--- config.mk ---
export PLATFORM = sky130hd
export DESIGN_NAME = mc_fork_ctrl
export DESIGN_NICKNAME = d
export VERILOG_FILES = /design/src/rtl/mc_fork_ctrl.sv
export SDC_FILE = /design/constraint.sdc
export NUM_CORES = 1
export LEC_CHECK = 0
export ABC_AREA = 1
export BUFFER_PORTS_ARGS = -buffer_cell sky130_fd_sc_hd__buf_2
export CAP_MARGIN = 20
export CORE_MARGIN = 1.5
export CORE_UTILIZATION = 54
export CTS_CLUSTER_DIAMETER = 60
export DETAILED_ROUTE_END_ITERATION = 10
export PLACE_DENSITY = 0.86
export REMOVE_ABC_BUFFERS = 1
export SLEW_MARGIN = 20
export SYNTH_ARGS = -nofsm -noshare
export SYNTH_HDL_FRONTEND = slang
export SYNTH_SLANG_ARGS = --single-unit
--- constraint.sdc ---
create_clock -name clk -period 4 [get_ports clk]
set_input_delay 0.4 -clock clk [delete_from_list [all_inputs] [get_ports clk]]
set_output_delay 0.4 -clock clk [all_outputs]
set_load 0.01 [all_outputs]
--- src/rtl/mc_fork_ctrl.sv ---
// -----------------------------------------------------------------------------
// mc_fork_ctrl
//   Per-input-port sequencer between the input flit buffer and the switch
//   allocator. It locks the route decoded from a packet's head flit and then
//   presents each flit of the packet to the allocator. A multicast
//   fork-and-absorb packet is serialised flit by flit into a local (eject)
//   copy and then a forward copy. The forward copy of the head carries the
//   rewritten destination bitmap. A flit is popped from the buffer only after
//   every copy it needs has been granted.
//
// Ports
//   clk, rst_n     clock, synchronous active-low reset
//   buf_empty      input buffer empty
//   buf_flit       head-of-buffer flit:
//                    [65:64] type (00 single, 01 head, 10 body, 11 tail)
//                    [63]    UM_TYPE (1 = multicast, 0 = unicast)
//                    [62:7]  MDST bitmap (multicast) / [62:52] DST (unicast)
//   buf_rd         pop the buffer head (combinational, one-cycle pulse)
//   rt_port        decoder output-port index for buf_flit
//   rt_multab_en   decoder: absorb locally and forward
//   rt_addr1_rm    decoder: bitmap used on the forwarded head copy
//   sa_req         one-hot request to the switch allocator (combinational)
//   sa_gnt         same-cycle grant for sa_req
//   out_valid      registered flit valid towards the crossbar
//   out_flit       registered flit towards the crossbar
//   out_port       registered crossbar select for out_flit
//   err            sticky protocol error, cleared only by reset
// -----------------------------------------------------------------------------
module mc_fork_ctrl #(
  parameter int PORTS = 5,
  parameter int LOCAL = 0
) (
  input  logic             clk,
  input  logic             rst_n,
  input  logic             buf_empty,
  input  logic [65:0]      buf_flit,
  output logic             buf_rd,
  input  logic [2:0]       rt_port,
  input  logic             rt_multab_en,
  input  logic [55:0]      rt_addr1_rm,
  output logic [PORTS-1:0] sa_req,
  input  logic             sa_gnt,
  output logic             out_valid,
  output logic [65:0]      out_flit,
  output logic [2:0]       out_port,
  output logic             err
);

  typedef enum logic [1:0] {
    FT_SINGLE = 2'b00,
    FT_HEAD   = 2'b01,
    FT_BODY   = 2'b10,
    FT_TAIL   = 2'b11
  } flit_type_e;

  typedef enum logic [1:0] {
    S_IDLE,
    S_XMIT,
    S_NEXT
  } state_e;

  localparam logic [2:0] LOCAL_IDX = 3'(LOCAL);

  // Pending copies of the current flit: bit 0 = local copy, bit 1 = forward.
  localparam logic [1:0] PEND_FWD  = 2'b10;
  localparam logic [1:0] PEND_FORK = 2'b11;

  state_e      r_state,    w_state_nxt;
  logic [1:0]  r_pend,     w_pend_nxt;
  logic        r_fork,     w_fork_nxt;
  logic [2:0]  r_fwd_port, w_fwd_port_nxt;
  logic [55:0] r_rm,       w_rm_nxt;
  logic        r_head,     w_head_nxt;   // current flit is the packet head
  logic        r_last,     w_last_nxt;   // current flit ends the packet
  logic        r_err,      w_err_nxt;
  logic        r_out_valid;
  logic [65:0] r_out_flit;
  logic [2:0]  r_out_port;

  flit_type_e  w_ftype;
  logic [2:0]  w_target;
  logic        w_grant;
  logic        w_bad_start;
  logic [65:0] w_tx_flit;
  logic [PORTS-1:0] w_sa_req;
  logic        w_buf_rd;

  assign w_ftype  = flit_type_e'(buf_flit[65:64]);
  // The local copy always goes out before the forward copy.
  assign w_target = r_pend[0] ? LOCAL_IDX : r_fwd_port;
  // A packet may not start with body/tail, nor be multicast to nobody.
  assign w_bad_start = (w_ftype == FT_BODY) || (w_ftype == FT_TAIL) ||
                       (buf_flit[63] && (buf_flit[62:7] == 56'd0));

  // NOTE: every signal driven here gets a default first so no path leaves it
  // unassigned; otherwise synthesis infers a latch to hold the old value.
  always_comb begin
    w_state_nxt    = r_state;
    w_pend_nxt     = r_pend;
    w_fork_nxt     = r_fork;
    w_fwd_port_nxt = r_fwd_port;
    w_rm_nxt       = r_rm;
    w_head_nxt     = r_head;
    w_last_nxt     = r_last;
    w_err_nxt      = r_err;
    w_grant        = 1'b0;
    w_buf_rd       = 1'b0;
    w_sa_req       = '0;
    w_tx_flit      = buf_flit;

    // Combinational outputs are held quiet while reset is asserted so a
    // leftover flit in the buffer cannot be popped during reset.
    if (rst_n) begin
      case (r_state)
        S_IDLE: begin
          if (!buf_empty) begin
            if (w_bad_start) begin
              w_buf_rd  = 1'b1;
              w_err_nxt = 1'b1;
            end else begin
              w_fwd_port_nxt = rt_port;
              w_fork_nxt     = rt_multab_en;
              w_rm_nxt       = rt_addr1_rm;
              w_pend_nxt     = rt_multab_en ? PEND_FORK : PEND_FWD;
              w_head_nxt     = 1'b1;
              w_last_nxt     = (w_ftype == FT_SINGLE);
              w_state_nxt    = S_XMIT;
            end
          end
        end

        S_XMIT: begin
          if (r_pend == 2'b00) begin
            w_state_nxt = S_IDLE;
          end else begin
            for (int p = 0; p < PORTS; p++) begin
              w_sa_req[p] = (w_target == 3'(p));
            end
            if (sa_gnt) begin
              w_grant    = 1'b1;
              w_pend_nxt = r_pend[0] ? {r_pend[1], 1'b0} : 2'b00;
              // Only the forward copy of a forked head gets the new bitmap.
              if (!r_pend[0] && r_fork && r_head) begin
                w_tx_flit[62:7] = r_rm;
              end
              if (w_pend_nxt == 2'b00) begin
                w_buf_rd    = 1'b1;
                w_state_nxt = r_last ? S_IDLE : S_NEXT;
              end
            end
          end
        end

        S_NEXT: begin
          if (!buf_empty) begin
            w_head_nxt  = 1'b0;
            w_state_nxt = S_XMIT;
            if ((w_ftype == FT_SINGLE) || (w_ftype == FT_HEAD)) begin
              // A new packet start inside a packet: flag it and close the
              // packet with a single copy on the locked forward route.
              w_err_nxt  = 1'b1;
              w_pend_nxt = PEND_FWD;
              w_last_nxt = 1'b1;
            end else begin
              w_pend_nxt = r_fork ? PEND_FORK : PEND_FWD;
              w_last_nxt = (w_ftype == FT_TAIL);
            end
          end
        end

        default: w_state_nxt = S_IDLE;
      endcase
    end
  end

  // NOTE: state is updated with non-blocking assignments so every register
  // samples pre-edge values regardless of statement order.
  always_ff @(posedge clk) begin
    if (!rst_n) begin
      r_state <= S_IDLE;
    end else begin
      r_state <= w_state_nxt;
    end
  end

  always_ff @(posedge clk) begin
    if (!rst_n) begin
      r_pend      <= 2'b00;
      r_fork      <= 1'b0;
      r_fwd_port  <= 3'd0;
      r_rm        <= 56'd0;
      r_head      <= 1'b0;
      r_last      <= 1'b0;
      r_err       <= 1'b0;
      r_out_valid <= 1'b0;
      r_out_flit  <= 66'd0;
      r_out_port  <= 3'd0;
    end else begin
      r_pend      <= w_pend_nxt;
      r_fork      <= w_fork_nxt;
      r_fwd_port  <= w_fwd_port_nxt;
      r_rm        <= w_rm_nxt;
      r_head      <= w_head_nxt;
      r_last      <= w_last_nxt;
      r_err       <= w_err_nxt;
      r_out_valid <= w_grant;
      if (w_grant) begin
        r_out_flit <= w_tx_flit;
        r_out_port <= w_target;
      end
    end
  end

  assign buf_rd    = w_buf_rd;
  assign sa_req    = w_sa_req;
  assign out_valid = r_out_valid;
  assign out_flit  = r_out_flit;
  assign out_port  = r_out_port;
  assign err       = r_err;

endmodule

Word-level counts from Yosys, hierarchy flattened
Index checks and enable logic that the tools add are counted.
{"block": "word_totals", "regBits": 137, "wordCells": 102}
{"block": "classes", "n_eq_ne": 18, "n_mux": 51, "bitwise": 2, "reduce_logical": 20}
{"op": "$mux 56", "n": 4}
{"op": "$logic_not 56->1", "n": 1}
{"op": "$mux 2", "n": 13}
{"op": "$mux 1", "n": 24}
{"op": "$mux 5", "n": 3}
{"op": "$ne 2x2->1 const B", "n": 7}
{"op": "$pmux 2 s3", "n": 2}
{"op": "$reduce_and 5->1", "n": 2}
{"op": "$logic_not 2->1", "n": 4}
{"op": "$pmux 1 s2", "n": 4}
{"op": "$eq 2x2->1 const B", "n": 3}
{"op": "$eq 3x2->1 const B", "n": 2}
{"op": "$ne 3x3->1 const B", "n": 2}
{"op": "$reduce_and 6->1", "n": 1}
{"op": "$eq 2x1->1 const B", "n": 2}
{"op": "$reduce_and 4->1", "n": 1}
{"op": "$eq 3x1->1 const B", "n": 1}
{"op": "$eq 3x3->1 const B", "n": 1}
{"op": "$logic_and 1x1->1", "n": 3}
{"op": "$logic_not 3->1", "n": 1}
{"op": "$logic_or 1x1->1", "n": 3}
{"op": "$mux 3", "n": 1}
{"op": "$reduce_and 3->1", "n": 1}
{"op": "$reduce_bool 3->1", "n": 1}
{"op": "other kinds (3)", "n": 4}

Logic depth before layout (Yosys ltp)
Gate-level depths: netlist of run 1.
{"block": "depth", "word_depth": 7, "ltp_mapped": 13, "ltp_nobuf": 12}

Worst setup path after synthesis of run 1
OpenSTA, ideal clock, no wires.
{"block": "synth_path", "path_kind": "flip-flop to output port", "from": "register r_state[1]", "to": "output buf_rd", "arrival_ns": 1.431, "t_required_ns": 3.600, "path_slack_ns": 2.169, "stages_incl_launch_ff": 10, "path_buffers": 1, "cell_sequence": "dfxtp_1 inv_1 ha_1 inv_1 nor2_2 inv_2 nor2_4 clkbuf_1 nand2_1 a21oi_1"}
{"block": "synth_between", "elab_chain_len": 3, "word_cells_on_any_way": 4, "cone_classes": "1 x eq/ne; 2 x mux; 1 x reduce/logical"}
{"item": "start, declared", "line_no": "68", "rtl": "state_e r_state, w_state_nxt;"}
{"item": "start signal, assigned", "line_no": "182", "rtl": "r_state <= w_state_nxt;"}
{"item": "$eq 2x1->1 / $logic_not 2->1 (equally long branches)", "line_no": "114", "rtl": "case (r_state)"}
{"item": "$pmux 1 s2 (*)", "line_no": "114"}
{"item": "$mux 1 (*)", "line_no": "113", "rtl": "if (rst_n) begin"}
{"item": "end, declared", "line_no": "37", "rtl": "output logic buf_rd,"}
Mark *: on every way between the ends. The rest lies on a longest branch, timed or not.

Final worst setup path of run 1
{"block": "layout_path", "from": "register r_state[1]", "to": "register r_out_flit[9] (netlist: out_flit[9])"}
{"block": "layout_between", "elab_chain_len": 3, "word_cells_on_any_way": 4, "cone_classes": "1 x eq/ne; 3 x mux"}
{"item": "$eq 2x1->1 (*)", "line_no": "114"}
{"item": "$mux 1", "line_no": "114"}
{"item": "$mux 1", "line_no": "113"}
{"item": "end signal, assigned", "line_no": "208", "rtl": "r_out_flit <= w_tx_flit;"}
{"item": "end, declared", "line_no": "77", "rtl": "logic [65:0] r_out_flit;"}
Marks and branches as above.
A chain may end at the register's enable or synchronous reset.

==> flow_metrics.py, run 1 <==
metrics = {
    "setup_path": {
        "timing.rr.start": "r_state[1]",
        "critical_path.endpoint": "out_flit[9]",
        "rrSetupSlack_ns": 1.35,
        "worstPathMaxFanout": 53,
        "path_class": "register to register",
        "cp-end-kind": "register",
        "r2r_end": "out_flit[9]",
        "crit_arrival_ns": 3.08,
        "required_ns": 4.43,
        "crit_path_start_kind": "register",
        "ff2ff_path_depth": 13,
        "crit_start": "r_state[1]",
    },
    "logic_synthesis": {
        "synth_area_um2": 5830,
        "synth_area_leaders": "dfxtp_1 47%, nand2_1 16%, a21oi_1 12%",
        "synth_edf_count": 0,
        "syn_avg_cell_area_um2": 7.07,
        "synth_top_area_share": 0.470,
        "yosys_warnings": 0,
        "synth_simple_gate_area_frac": 0.263,
        "synth-seq-cells": 137,
        "synth_cells": 825,
        "synth-seq-area-share": 0.470,
        "synthTopCellsByCount": "248 x nand2_1, 137 x dfxtp_1, 136 x a21oi_1",
        "muxShareOfSynthArea": 0,
        "ys.flop_type": "dfxtp_1",
        "synth_compound_area_frac": 0.186,
        "yosys.area.top_type": "dfxtp_1",
        "ys_types": 28,
        "synth_xor_area_frac": 0,
        "async_flop_share": 0,
        "synth_top_family_by_area": "simple AND/OR/NAND/NOR gates",
        "synth_adder_area_share": 0.00859,
        "yosysMostFrequentCell": "nand2_1",
    },
    "finish": {
        "nets": 1142,
        "syn2layout_area_growth_pct": 26.9,
        "fin_area_um2": 7400,
        "n_antenna_cell": 0,
        "drive_gt1_frac": 0.256,
    },
    "global_route": {
        "grt_antenna_before_repair": 0,
        "grt_pass1_wl_mm": 25.1,
        "grt-ovfl-total": 0,
        "grt_pass1_vias": 5450,
        "grt_max_degree": 67,
        "grt_usage": 0.277,
    },
    "pwr": {
        "p_leak_nw": 3.12,
        "ir_worst_vdd_mv": 0.272,
        "powerDensity_nw_per_um2": 493,
        "switchingPower_w": 0.00112,
        "seqPwrFrac": 0.426,
        "combinationalPowerShare": 0.187,
        "p_clk_frac": 0.387,
        "p_int_w": 0.00252,
        "switching_share": 0.307,
    },
    "placed_design": {
        "gp_congestion": 0.834,
        "dpl.hpwl_mm": 10.7,
        "placed_cell_area_um2": 6860,
        "numPortBuffers": 206,
    },
    "clock_tree": {
        "cts_resized": 0,
        "cts_root_buffer": "clkbuf_8",
        "clock_path_buffers": 2,
        "cts_setup_buffers": 0,
        "clk_latency_ns": 0.51,
        "ctsHoldBuffers": 0,
        "clk_pin_slew_ns": 0.06,
        "h-tree-depth": 4,
        "cts_sinks": 137,
        "cts_buffers": 17,
        "cts_tree": "yes",
    },
    "floorplan": {
        "core_area_um2": 10400,
        "initial_core_util": 0.560,
        "die_h_um": 107,
        "num_rows": 37,
        "num_io_pins": 207,
        "fp.dieW_um": 107,
        "fp.dieArea_um2": 11400,
    },
    "timing": {
        "whs_ns": 0.118,
        "setup_viol": 0,
        "setup_tns_ns": 0,
        "fmax_mhz": 377,
        "skew_ns": 0.0103,
        "maxSlewViolCount": 0,
        "post-route-min-period_ns": 2.65,
        "worstMarginPinSlew_ns": 0.915,
        "timing.final.crit_share": 0.663,
        "rsz0062_at_grt": "false",
        "final_hold_viol_count": 0,
        "slew_headroom": 0.389,
    },
    "routing": {
        "ant_nets": 0,
        "routed_via_density": 5.15,
        "wl_mm": 15.9,
        "first_pass_iters": 5,
        "drtIter0Drc": 459,
        "drc": 0,
        "vias": 5962,
        "routedWlPerCell_um": 13.7,
    },
    "status": {
        "status": "finished, final reports clean",
    },
    "hold_path": {
        "worstHoldStart": "buf_flit[4]",
        "holdCritPathClass": "input port to register",
    },
    "run": {
        "drv_cap": 0,
    },
}
-- worst max-delay path, stage by stage (launching register included) --
cell and delay, ns:
dfxtp_1 0.34, inv_1 0.08, ha_1 0.13, inv_1 0.08, nor2_2 0.15, inv_2 0.07
nor2_4 0.22, inv_4 0.13, nor2_8 0.37, buf_4 0.53, nor2_1 0.08, nor2_1 0.09
o21ai_1 0.07, a21oi_1 0.16
-- cell usage in the layout (no fill, tap or decap), types with 2 or more instances in the layout --
cell type / instances
nor2_4: 2
nand2_1: 248
clkinv_4: 7
inv_4: 2
o21ai_1: 30
nand3_1: 11
o21ai_0: 9
inv_1: 39
clkbuf_16: 16
nor2_8: 2
inv_6: 4
or2_2: 3
a21oi_1: 136
clkinv_2: 2
o211ai_1: 27
ha_1: 4
dfxtp_1: 137
nor3_1: 5
inv_2: 3
buf_2: 206
nor2_1: 109
clkbuf_8: 2
buf_4: 9
-- final cells by class --
| type | count | area [um2] |
|---|---|---|
| Clock buffer | 18 | 428 |
| Clock inverter | 14 | 114 |
| Fill cell | 920 | 3020 |
| Inverter | 44 | 170 |
| Multi-Input combinational cell | 593 | 2670 |
| Sequential cell | 137 | 2740 |
| Tap cell | 136 | 170 |
| Timing Repair Buffer | 215 | 1100 |
-- per-layer routing --
metal | GRT usage | up-vias | share of wire
met3 | 0.0839 | 25 | 0.080
met5 | 0 | - | 0
met1 | 0.344 | 2661 | 0.42
li1 | - | 3034 | -
met4 | 0.0990 | 0 | 0.017
met2 | 0.457 | 242 | 0.48
-- registers in the layout (all words and copies together) (netlist names) --
signal      cells
r_last          1
r_pend          2
out_port        3
out_valid       1
r_fwd_port      3
err             1
r_fork          1
out_flit       66
r_head          1
r_state         2
r_rm           56
-- power groups by stage --
stage	clock, W	combinational, W	sequential [W]
global route	0.00150	0.000768	0.00156
finish	0.00141	0.000682	0.00155
CTS	0.00143	0.000683	0.00155
floorplan	0	0.000427	0.00158
detailed placement	0	0.000675	0.00158
global placement	0	0.000663	0.00157
-- cells by family after synthesis --
logic type,Yosys count
adder cells (fa/ha/maj),4
AND/OR/NAND/NOR,386
flip-flops,137
buffers and inverters,95
AO/OA/AOI/OAI,203
-- metrics by stage --
step | power [W] | worst slack [ns] | util | instances
5_1_grt | 0.00383 | 1.12 | 0.710 | 1157
4_1_cts | 0.00366 | 1.37 | 0.710 | 1157
3_3_place_gp | 0.00224 | 1.46 | 0.658 | 1125
3_5_place_dp | 0.00225 | 1.39 | 0.658 | 1125
2_1_floorplan | 0.00201 | 0.0384 | - | 774
6_report | 0.00364 | 1.35 | 0.710 | 1157
-- how the worst min path moves through the flow --
stage,endpoint,slack (ns),cells after the start
floorplan,r_last,0.43,2
global placement,err,0.44,2
detailed placement,out_flit[54],0.45,2
CTS,out_flit[4],0.1,3
global route,r_rm[17],0.10,3
finish,out_flit[4],0.12,3
Power figures use the tool's default switching activity.
==> run 2, diff against run 1 <==
- CORE_UTILIZATION: 54 -> 45
- PLACE_DENSITY: 0.86 -> 0.76
- clock period: 4 -> 2.3 ns (I/O delays scaled with it)
==> run 2 against run 1 <==
Effect of this change:
- non-clock buffer count up 2
- register-to-register slack worse by 1.1 ns
- global-route usage shrank 4.0 points
- sequential cell count unchanged
- wire length increased by 2.6%
- die area increased by 19%
- critical path type is now register to output pin
- highest routed layer unchanged
==> flow_metrics.py, run 2 (synthesis results as in run 1) <==
metrics = {
    "finish": {
        "fillers": 1211,
        "drive_gt1_frac": 0.256,
        "nets": 1145,
        "largest_register_ff_count": 66,
        "final_common_cell": "nand2_1",
        "final_cell_mix": "248 x nand2_1, 206 x buf_2, 137 x dfxtp_1, 135 x a21oi_1, 109 x nor2_1",
        "syn2layout_area_growth_pct": 29.5,
    },
    "hold_path": {
        "whs_path_depth": 3,
        "worstHoldStart": "buf_flit[6]",
        "whs_endpoint": "out_flit[6]",
        "holdCritPathClass": "input port to register",
    },
    "setup_path": {
        "slowest_stage": "dfxtp_1",
        "path_class": "register to output pin",
        "crit_arrival_ns": 1.91,
        "cp-end-kind": "output pin",
        "ff2ff_path_depth": 13,
        "critPathMostFrequentCell": "inv_1",
        "critPathBufInv": 5,
        "slowest_delay_ns": 0.34,
        "crit_path_start_kind": "register",
        "crit_path_cell_trace": "inv_1 -> ha_1 -> inv_1 -> nor2_2 -> inv_2 -> nor2_4 -> buf_6 -> nand2_1 -> a21oi_2 -> buf_2",
        "timing.rr.start": "r_state[1]",
        "r2r_end": "out_flit[9]",
        "worstPathMaxFanout": 11,
        "required_ns": 2.07,
        "cp_top_family": "buffers and inverters",
        "rrSetupSlack_ns": 0.20,
    },
    "run": {
        "drv_cap": 0,
    },
    "placed_design": {
        "numPortBuffers": 206,
        "gp_congestion": 0.879,
        "dpl.hpwl_mm": 10.8,
    },
    "clock_tree": {
        "clock_path_buffers": 2,
        "clk_latency_ns": 0.42,
        "cts_tree": "yes",
        "cts_buffers": 17,
        "clk_pin_slew_ns": 0.06,
        "cts_root_buffer": "clkbuf_16",
        "cts_sinks": 137,
        "h-tree-depth": 4,
    },
    "global_route": {
        "grt_pass1_vias": 5351,
        "grt_usage": 0.237,
        "grt_pass1_wl_mm": 25.1,
        "grt_max_degree": 73,
        "grt-ovfl-total": 0,
        "grt_antenna_before_repair": 1,
    },
    "timing": {
        "rsz0062_at_grt": "false",
        "whs_ns": 0.0340,
        "setup_tns_ns": 0,
        "maxSlewViolCount": 0,
        "skew_ns": 0.00666,
        "setup_viol": 0,
        "slew_headroom": 0.484,
        "fmax_mhz": 468,
        "final_hold_viol_count": 0,
        "timing.final.crit_share": 0.929,
        "post-route-min-period_ns": 2.14,
        "worstMarginPinSlew_ns": 0.773,
    },
    "pwr": {
        "ir_worst_vdd_mv": 0.418,
        "p_leak_nw": 3.16,
        "powerDensity_nw_per_um2": 870,
    },
    "routing": {
        "vias": 5969,
        "first_pass_iters": 5,
        "routedWlPerCell_um": 13.6,
        "wl_mm": 16.3,
        "drc": 0,
        "routed_via_density": 4.99,
        "drtIter0Drc": 532,
        "ant_nets": 0,
    },
    "floorplan": {
        "core_area_um2": 12600,
        "fp.dieW_um": 117,
        "num_io_pins": 207,
        "die_h_um": 117,
        "initial_core_util": 0.462,
        "fp.dieArea_um2": 13600,
        "num_rows": 41,
    },
    "status": {
        "status": "finished, final reports clean",
    },
}
run 2: cell count changes in the layout (fill, tap and decap cells not counted), sizes merged:
cell / previous run / this run
inv: 48 / 43
clkbuf: 18 / 21
buf: 215 / 217
bufinv: 0 / 2
clkinv: 9 / 7
clkinvlp: 1 / 3
diode: 0 / 1
nor2: 114 / 115
run 2: repair_timing:
item	CTS	global route
hold buffers	0	0
setup buffers	0	0
endpoints found under the setup margin	0	4
gates resized for setup	0	5
run 2: area by class of cell:
class	instances	area, um2	share of cell area
inverters	44	174	0.0230
multi-input cells	594	2680	0.355
well taps	172	215	0.0285
clock inverters	11	124	0.0164
repair buffers	217	1160	0.153
flip-flops and latches	137	2740	0.363
clock buffers	21	450	0.0597
diodes	1	2.50	0.000331
run 2: how the worst max path moves through the flow:
stage	start	endpoint	slack, ns	depth (start not counted)
after global placement	r_state[1]	out_flit[62]	0.19	12
after CTS	r_state[1]	buf_rd	0.07	10
final	r_state[1]	buf_rd	0.16	10
after global routing	r_state[1]	buf_rd	0.01	10
after detailed placement	buf_flit[21]	r_rm[39]	0.18	12
after floorplan	rst_n	out_flit[10]	-1.49	6
run 2: report_power, final:
group          total [W]  switching, W  internal (W)
Sequential       0.00270      0.000117       0.00258
Combinational    0.00123      0.000769      0.000461
Clock            0.00264       0.00102       0.00162
Total            0.00657       0.00191       0.00466
run 2: metal layers:
layer  wire length (um)  track usage  vias up
li1                   -            -     3047
met1               7200        0.296     2678
met2               7540        0.384      218
met3               1230       0.0639       26
met4                338        0.107        0
met5                  0            0        -
run 2: metrics by stage:
| stage | cell area, um2 | util | setup slack, ns | std cells | total power, W |
|---|---|---|---|---|---|
| detailed placement | 6950 | 0.551 | 0.182 | 1163 | 0.00395 |
| finish | 7550 | 0.598 | 0.162 | 1197 | 0.00657 |
| CTS | 7530 | 0.597 | 0.0660 | 1195 | 0.00660 |
| global placement | 6950 | 0.551 | 0.192 | 1163 | 0.00392 |
| floorplan | 5580 | - | -1.49 | 774 | 0.00349 |
| global route | 7550 | 0.598 | 0.0128 | 1197 | 0.00690 |
run 2: worst min-delay path, stage by stage:
cell,delay [ns]
buf_2,0.07
nor2_1,0.03
nor2_1,0.08
==> run 3, diff against run 2 <==
- CORE_UTILIZATION: 45 -> 54
- PLACE_DENSITY: 0.76 -> 0.86
- clock period: 2.3 -> 2.7 ns (I/O delays scaled with it)
==> run 3 against run 2 <==
Effect of this change:
- final area is 5.8% higher
- sequential power is 15% lower
- worst hold slack worse by 0.019 ns
- first-iteration DRC count fell by 29%
- largest power group unchanged
==> flow_metrics.py, run 3 (synthesis results as in run 1) <==
metrics = {
    "pwr": {
        "switchingPower_w": 0.00165,
        "p_int_w": 0.00403,
        "powerDensity_nw_per_um2": 710,
        "seqPwrFrac": 0.406,
        "ir_worst_vdd_mv": 0.345,
        "p_leak_nw": 3.37,
        "combinationalPowerShare": 0.189,
        "switching_share": 0.290,
        "p_clk_frac": 0.405,
    },
    "timing": {
        "worstMarginPinSlew_ns": 0.862,
        "final_hold_viol_count": 0,
        "setup_tns_ns": 0,
        "maxSlewViolCount": 0,
        "fmax_mhz": 406,
        "post-route-min-period_ns": 2.46,
        "timing.final.crit_share": 0.912,
        "whs_ns": 0.0148,
        "setup_viol": 0,
        "skew_ns": 0.00984,
        "rsz0062_at_grt": "false",
        "slew_headroom": 0.424,
    },
    "setup_path": {
        "r2r_end": "out_flit[19]",
        "timing.rr.start": "r_state[1]",
        "worstPathMaxFanout": 34,
        "cp-end-kind": "register",
        "crit_start": "r_state[1]",
        "ff2ff_path_depth": 13,
        "path_class": "register to register",
        "required_ns": 3.13,
        "critical_path.endpoint": "out_flit[19]",
        "slowest_delay_ns": 0.40,
        "crit_arrival_ns": 2.89,
        "rrSetupSlack_ns": 0.24,
        "crit_path_cell_trace": "inv_1 -> ha_1 -> inv_1 -> nor2_2 -> inv_2 -> nor2_4 -> inv_4 -> nor2_8 -> buf_4 -> nor2_1 -> nor2_1 -> o21ai_1 -> a21oi_1",
        "crit_path_start_kind": "register",
        "slowest_stage": "buf_4",
    },
    "placed_design": {
        "dpl.hpwl_mm": 10.6,
        "gp_congestion": 0.853,
        "placed_cells": 1126,
        "numPortBuffers": 206,
        "placed_cell_area_um2": 6880,
    },
    "clock_tree": {
        "cts_root_buffer": "clkbuf_8",
        "clk_latency_ns": 0.51,
        "clock_path_buffers": 2,
        "clk_pin_slew_ns": 0.06,
        "h-tree-depth": 4,
        "cts_tree": "yes",
        "cts_sinks": 137,
        "cts_buffers": 17,
        "cts_resized": 0,
    },
    "routing": {
        "routedWlPerCell_um": 14.1,
        "vias": 6349,
        "routed_via_density": 5.25,
        "first_pass_iters": 5,
        "wl_mm": 17.1,
        "drc": 0,
        "drtIter0Drc": 379,
        "ant_nets": 0,
    },
    "status": {
        "status": "finished, final reports clean",
    },
    "floorplan": {
        "die_h_um": 107,
        "num_rows": 37,
        "fp.dieW_um": 107,
        "fp.dieArea_um2": 11400,
        "num_io_pins": 207,
        "core_area_um2": 10400,
        "initial_core_util": 0.560,
    },
    "hold_path": {
        "holdCritPathClass": "input port to register",
    },
    "finish": {
        "fillers": 799,
        "multi_input_area_um2": 2670,
        "final_core_util": 0.767,
        "final-instance-count-excl-fill": 1210,
        "n_antenna_cell": 0,
        "final_cell_mix": "248 x nand2_1, 206 x buf_2, 137 x dfxtp_1, 136 x a21oi_1, 109 x nor2_1",
        "syn2layout_area_growth_pct": 37.1,
        "register_area_um2": 2740,
        "nets": 1196,
        "fin_area_um2": 7990,
        "drive_gt1_frac": 0.243,
        "largest_register_ff_count": 66,
        "final_common_cell": "nand2_1",
    },
    "global_route": {
        "grt_pass1_vias": 5931,
        "grt_pass1_wl_mm": 27.1,
        "grt_usage": 0.295,
        "grt_antenna_before_repair": 0,
        "grt-ovfl-total": 0,
        "grt_max_degree": 73,
    },
    "run": {
        "drv_cap": 0,
    },
}
run 3: worst max-delay path, delay by kind of cell (launching register included):
family,cells,cell delay (ns)
simple gates,5,0.86
buf+inv,5,0.80
flops,1,0.34
compound gates,2,0.24
fa+ha+maj,1,0.14
run 3: through the flow:
stage / setup WS [ns] / total power (W)
final: 0.238 / 0.00568
after detailed placement: 0.336 / 0.00332
after global placement: 0.381 / 0.00330
after CTS: 0.294 / 0.00569
after floorplan: -1.13 / 0.00298
after global routing: 0.0413 / 0.00594
run 3: worst min-delay path by stage:
stage | from | endpoint | slack [ns] | cells past startpoint
floorplan | rst_n | r_state[0] | 0.39 | 2
global placement | out_flit[2] | out_flit[2] | 0.45 | 2
detailed placement | out_flit[34] | out_flit[34] | 0.45 | 2
CTS | rt_addr1_rm[52] | r_rm[52] | 0.0007 | 3
global route | rt_addr1_rm[52] | r_rm[52] | 0.006 | 3
finish | rt_addr1_rm[52] | r_rm[52] | 0.01 | 3
run 3: cell type report:
cell class	instances	share of cell area
sequential	137	0.343
multi-input combinational	593	0.335
timing repair buffer	269	0.206
clock buffer	17	0.0518
clock inverter	14	0.0216
inverter	44	0.0213
tap	136	0.0213
run 3: repair_timing:
| action | CTS | global route |
|---|---|---|
| hold endpoints to repair | 53 | 0 |
| hold buffers | 53 | 0 |
| buffers inserted | 0 | 0 |
run 3: layer usage:
layer	vias up	wire (um)	global-route usage
met4	0	366	0.115
met3	33	1360	0.0760
met2	270	8340	0.513
li1	3140	-	-
met5	-	0	0
met1	2906	7000	0.348
run 3: power groups by stage:
stage | combinational (W) | clock [W] | sequential [W]
after floorplan | 0.000633 | 0 | 0.00234
after global placement | 0.000965 | 0 | 0.00234
after detailed placement | 0.000982 | 0 | 0.00234
after CTS | 0.00106 | 0.00233 | 0.00230
after global routing | 0.00120 | 0.00242 | 0.00232
final | 0.00107 | 0.00230 | 0.00230
